File: config.mk
export PLATFORM = sky130hd
export DESIGN_NAME = video_timing_pattern_gen
export DESIGN_NICKNAME = d
export VERILOG_FILES = /design/src/rtl/video_timing_pattern_gen.sv
export SDC_FILE = /design/constraint.sdc
export NUM_CORES = 1
export LEC_CHECK = 0
export CORE_MARGIN = 8
export CORE_UTILIZATION = 57
export CTS_CLUSTER_SIZE = 28
export DETAILED_ROUTE_END_ITERATION = 6
export PLACE_DENSITY_LB_ADDON = 0.3
export SYNTH_ARGS = -nofsm -noshare
export SYNTH_HDL_FRONTEND = slang
export SYNTH_SLANG_ARGS = --single-unit
File: constraint.sdc
create_clock -name clk100M_in -period 3.9 [get_ports clk100M_in]
set_clock_uncertainty 0.1 [all_clocks]
set_input_delay 0.975 -clock clk100M_in [delete_from_list [all_inputs] [get_ports clk100M_in]]
set_output_delay 0.975 -clock clk100M_in [all_outputs]
set_load 0.03 [all_outputs]
File: src/rtl/video_timing_pattern_gen.sv
// rtl/video_timing_pattern_gen.sv - parametrised video timing generator with runtime-selectable test patterns
module video_timing_pattern_gen #(
    parameter int H_ACTIVE   = 640,
    parameter int H_FP       = 16,
    parameter int H_SYNC     = 96,
    parameter int H_BP       = 48,
    parameter int V_ACTIVE   = 480,
    parameter int V_FP       = 10,
    parameter int V_SYNC     = 2,
    parameter int V_BP       = 33,
    parameter bit HS_POL     = 1'b0,
    parameter bit VS_POL     = 1'b0,
    parameter int CHECK_LOG2 = 3,
    parameter int BOX_SIZE   = 16,
    localparam int H_TOTAL   = H_ACTIVE + H_FP + H_SYNC + H_BP,
    localparam int V_TOTAL   = V_ACTIVE + V_FP + V_SYNC + V_BP,
    localparam int HW        = $clog2(H_TOTAL),
    localparam int VW        = $clog2(V_TOTAL)
) (
    input  logic          clk100M_in,
    input  logic          rstn_in,
    input  logic          pix_ce_in,
    input  logic [1:0]    mode_in,
    input  logic [23:0]   color_in,
    output logic          hsync_out,
    output logic          vsync_out,
    output logic          de_out,
    output logic [23:0]   rgb_out,
    output logic [HW-1:0] x_out,
    output logic [VW-1:0] y_out,
    output logic          frame_start_out
);

    localparam int BAR_W = H_ACTIVE / 8;

    logic [HW-1:0] h_cnt;
    logic [VW-1:0] v_cnt;
    logic [HW-1:0] box_x;
    logic [1:0]    mode_q;
    logic [23:0]   color_q;
    logic [3:0]    bar_idx;
    logic [15:0]   bar_px;

    logic          first_px;
    logic          h_last;
    logic          v_last;
    logic          de_d;
    logic          hs_act;
    logic          vs_act;
    logic          in_box;
    logic [1:0]    eff_mode;
    logic [23:0]   eff_color;
    logic [23:0]   bar_rgb;
    logic [23:0]   pat_rgb;

    always_comb begin
        first_px  = (h_cnt == '0) && (v_cnt == '0);
        h_last    = int'(h_cnt) == H_TOTAL - 1;
        v_last    = int'(v_cnt) == V_TOTAL - 1;
        de_d      = (int'(h_cnt) < H_ACTIVE) && (int'(v_cnt) < V_ACTIVE);
        hs_act    = (int'(h_cnt) >= H_ACTIVE + H_FP) && (int'(h_cnt) < H_ACTIVE + H_FP + H_SYNC);
        vs_act    = (int'(v_cnt) >= V_ACTIVE + V_FP) && (int'(v_cnt) < V_ACTIVE + V_FP + V_SYNC);
        // The first pixel of a frame already uses the newly sampled mode/colour.
        eff_mode  = first_px ? mode_in  : mode_q;
        eff_color = first_px ? color_in : color_q;
        in_box    = (int'(h_cnt) >= int'(box_x)) && (int'(h_cnt) < int'(box_x) + BOX_SIZE)
                    && (int'(v_cnt) < BOX_SIZE);

        case (bar_idx)
            4'd0:    bar_rgb = 24'hFFFFFF;
            4'd1:    bar_rgb = 24'hFFFF00;
            4'd2:    bar_rgb = 24'h00FFFF;
            4'd3:    bar_rgb = 24'h00FF00;
            4'd4:    bar_rgb = 24'hFF00FF;
            4'd5:    bar_rgb = 24'hFF0000;
            4'd6:    bar_rgb = 24'h0000FF;
            default: bar_rgb = 24'h000000;
        endcase

        case (eff_mode)
            2'd0:    pat_rgb = eff_color;
            2'd1:    pat_rgb = bar_rgb;
            2'd2:    pat_rgb = (h_cnt[CHECK_LOG2] ^ v_cnt[CHECK_LOG2]) ? 24'h000000 : 24'hFFFFFF;
            default: pat_rgb = in_box ? eff_color : 24'h000000;
        endcase
    end

    always_ff @(posedge clk100M_in) begin
        if (!rstn_in) begin
            h_cnt           <= '0;
            v_cnt           <= '0;
            box_x           <= '0;
            mode_q          <= '0;
            color_q         <= '0;
            bar_idx         <= '0;
            bar_px          <= '0;
            hsync_out       <= ~HS_POL;
            vsync_out       <= ~VS_POL;
            de_out          <= 1'b0;
            rgb_out         <= '0;
            x_out           <= '0;
            y_out           <= '0;
            frame_start_out <= 1'b0;
        end else begin
            frame_start_out <= 1'b0;
            if (pix_ce_in) begin
                hsync_out       <= hs_act ? HS_POL : ~HS_POL;
                vsync_out       <= vs_act ? VS_POL : ~VS_POL;
                de_out          <= de_d;
                rgb_out         <= de_d ? pat_rgb : 24'h000000;
                x_out           <= h_cnt;
                y_out           <= v_cnt;
                frame_start_out <= first_px;

                if (first_px) begin
                    mode_q  <= mode_in;
                    color_q <= color_in;
                end

                // Bar index tracks x / BAR_W incrementally, saturating at 8 for remainder pixels.
                if (h_last) begin
                    bar_idx <= '0;
                    bar_px  <= '0;
                end else if (bar_px == 16'(BAR_W - 1)) begin
                    bar_px <= '0;
                    if (bar_idx != 4'd8)
                        bar_idx <= bar_idx + 4'd1;
                end else begin
                    bar_px <= bar_px + 16'd1;
                end

                if (h_last) begin
                    h_cnt <= '0;
                    if (v_last) begin
                        v_cnt <= '0;
                        // Box position for the next frame is settled as the current one ends.
                        if (int'(box_x) + 1 + BOX_SIZE > H_ACTIVE)
                            box_x <= '0;
                        else
                            box_x <= box_x + 1'b1;
                    end else begin
                        v_cnt <= v_cnt + 1'b1;
                    end
                end else begin
                    h_cnt <= h_cnt + 1'b1;
                end
            end
        end
    end

endmodule

==> results_dict.tcl <==
set metrics [dict create \
    synthTopCellsByArea "dfxtp_1 36%, nand2_1 6.4%, a21oi_1 5.9%" \
    path_cells "nand4_1 > nor2_1 > xnor2_1 > ha_1 > a21oi_1 > nand2_1 > or4_1 > a221oi_4 > buf_4 > a221oi_1 > a211oi_1" \
    multi_input_area_sq_um 4009 \
    dr.pass1.iters 5 \
    ant_nets 0 \
    path_delay_family "simple AND/OR/NAND/NOR gates" \
    cts_buffer_depth 2 \
    diodes 0 \
    root_buffer "clkbuf_16" \
    cts_buffers 17 \
    critical_path_class "reg2reg" \
    grt.overflow.total 0 \
    synth_edf_count 0 \
    ys_types 67 \
    wl_microns 18350 \
    vdd_drop_max_mv 0.3451 \
    ctsHoldBuffers 0 \
    fp.dieH_microns 125.4 \
    max_freq_mhz 300.1 \
    layout-drive-gt1-share 0.1235 \
    core_sq_um 11860 \
    end_kind "register" \
    portBuffers 76 \
    antenna_found_initial 0 \
    cp-start-kind "register" \
    required_ns 4.13 \
    path_max_fanout 24 \
    cp_data_arrival_time_ns 3.56 \
    worst_pin_slew_ns 1.084 \
    hpwl_microns 12470 \
    io_pins 77 \
    rsz0062_at_grt "false" \
    wire_per_inst_microns 17.68 \
    via_count 6418 \
    synthFlopType "dfxtp_1" \
    post-route-min-period_ns 3.332 \
    fill_cells 930 \
    path_clk_slew_ns 0.05 \
    min_path_cells 2 \
    regArea_sq_um 2482 \
    hold_viol 0 \
    finalSetupViolCount 0 \
    ys_ff_latch 124 \
    seq_area_frac_synth 0.3636 \
    synth_commonest_cells "124 x dfxtp_1, 116 x nand2_1, 80 x a21oi_1" \
    yosysWarnings 0 \
    clock_sinks 124 \
    path_buf_inv 1 \
    cts_resized 0 \
    min_path_type "reg2reg" \
    num_rows 40 \
    synth_top_area_cell "dfxtp_1" \
    clk_latency_ns 0.43 \
    grt_usage 0.2293 \
    slew_headroom 0.2728 \
    die_w_microns 125.4 \
    cp.depth 11 \
    areaGrowthSynthToFinish_pct 20.38 \
    fin_crit_sh 0.8545 \
    fin_nets 937 \
    grt_first_pass_wirelength_microns 30060 \
    worstRegToRegCells 11 \
    fin_tns_setup_ns 0 \
    place_ws_ns 0.6344 \
    initialDrtViolationCount 625 \
    max_stage_delay_ns 0.52 \
    syn_area_per_cell_sq_um 8.275 \
    place_congestion 0.8839 \
    timing.final.max_slew_violations 0 \
    outcome "finished clean" \
    cts_max_level 4 \
    drc 0 \
    placed_area_sq_um 7604 \
    syn_nets 882 \
    async_flop_share 0 \
    leakage_nw 3.103 \
    layout_setup_ws_ns 0.5676 \
    syn-cell-area_sq_um 6827 \
    cts_tree "built" \
    yosys.area.top_type_share 0.3636 \
    synthCells 825 \
    stdcell_area_sq_um 8218 \
    powerDensity_nw_per_um2 437.8 \
    grt_max_degree 76 \
    post_cts_buffers 0 \
    start_util 0.5755 \
    grt_pass1_vias 6267 \
    drv_cap 0 \
    via_per_inst 6.183 \
    cp_slowest_cell "dfxtp_1" \
    die_area_sq_um 15730 \
    yosysMostFrequentCell "dfxtp_1" \
]
[stage by stage]
| step | util | hold WS (ns) | std cells | power (mW) |
|---|---|---|---|---|
| 2_1_floorplan | - | 0.3425 | 825 | 1.761 |
| 3_3_place_gp | 0.6410 | 0.3353 | 1008 | 1.936 |
| 3_5_place_dp | 0.6410 | 0.3421 | 1008 | 1.956 |
| 4_1_cts | 0.6928 | 0.3500 | 1038 | 3.609 |
| 5_1_grt | 0.6928 | 0.3703 | 1038 | 3.709 |
| 6_report | 0.6928 | 0.3468 | 1038 | 3.598 |
[logic make-up after synthesis]
group                      synth area share
adders and majority gates           0.05132
DFF                                  0.3636
and+or+nand+nor                      0.2231
xor gates and xnor gates            0.03977
buffers and inverters               0.04912
muxes                               0.07203
AOI/OAI and AO/OA                    0.2011
[flip-flops by register name (all words and copies together), names as in the netlist]
signal           flops
v_cnt               10
box_x               10
de_out               1
h_cnt               10
y_out               10
x_out               10
mode_q               2
frame_start_out      1
bar_px              16
color_q             24
hsync_out            1
vsync_out            1
rgb_out             24
bar_idx              4
[worst reg2reg max path, stage by stage, from the launching register on]
cell	delay, ns
dfxtp_1	0.52
nand4_1	0.23
nor2_1	0.18
xnor2_1	0.15
ha_1	0.30
a21oi_1	0.22
nand2_1	0.07
or4_1	0.46
a221oi_4	0.29
buf_4	0.32
a221oi_1	0.14
a211oi_1	0.26
[path summary, 6_finish.rpt]
check,from,end,slack [ns]
max,box_x[6]$_SDFFE_PN0P_,rgb_out[7]$_SDFFE_PN0P_,0.57
max reg2reg,box_x[6]$_SDFFE_PN0P_,rgb_out[7]$_SDFFE_PN0P_,0.57
min,rgb_out[1]$_SDFFE_PN0P_,rgb_out[1]$_SDFFE_PN0P_,0.35
min reg2reg,rgb_out[1]$_SDFFE_PN0P_,rgb_out[1]$_SDFFE_PN0P_,0.35
[layer usage]
metal  track usage  up-vias  part of all wire  routed length, microns
met1        0.2755     3054              0.44                    8104
met5             0        -                 0                       0
met3       0.06247       41             0.060                    1093
met4        0.1053        0             0.023                     419
met2        0.3738      232              0.48                    8731
li1              -     3091                 -                       -
[layout make-up]
type	instances	area share
clock buffers	22	0.05770
clock inverters	8	0.01705
inverters	22	0.01005
multi-input cells	627	0.4878
flip-flops and latches	124	0.3021
well taps	147	0.02238
repair buffers	88	0.1029
[report_power, final]
part           leakage [nW]  total (mW)  internal (mW)  switching [mW]
Sequential             1.01        1.38           1.33          0.0445
Combinational          1.79       0.559          0.240           0.319
Clock                 0.306        1.66           1.11           0.554
[cells in the final DEF (no fill, tap or decap), types with 16 or more instances in the layout]
master and count:
clkbuf_16 17, inv_1 21, o21ai_0 28, mux2i_1 21, o221a_2 23, nor3_1 17, dfxtp_1 124, nor2_1 73
nand3_1 24, xnor2_1 16, a21oi_1 80, o21ai_1 42, nand2_1 116, clkdlybuf4s50_1 75, ha_1 28, mux2_2 25
Power figures use the tool's default switching activity.
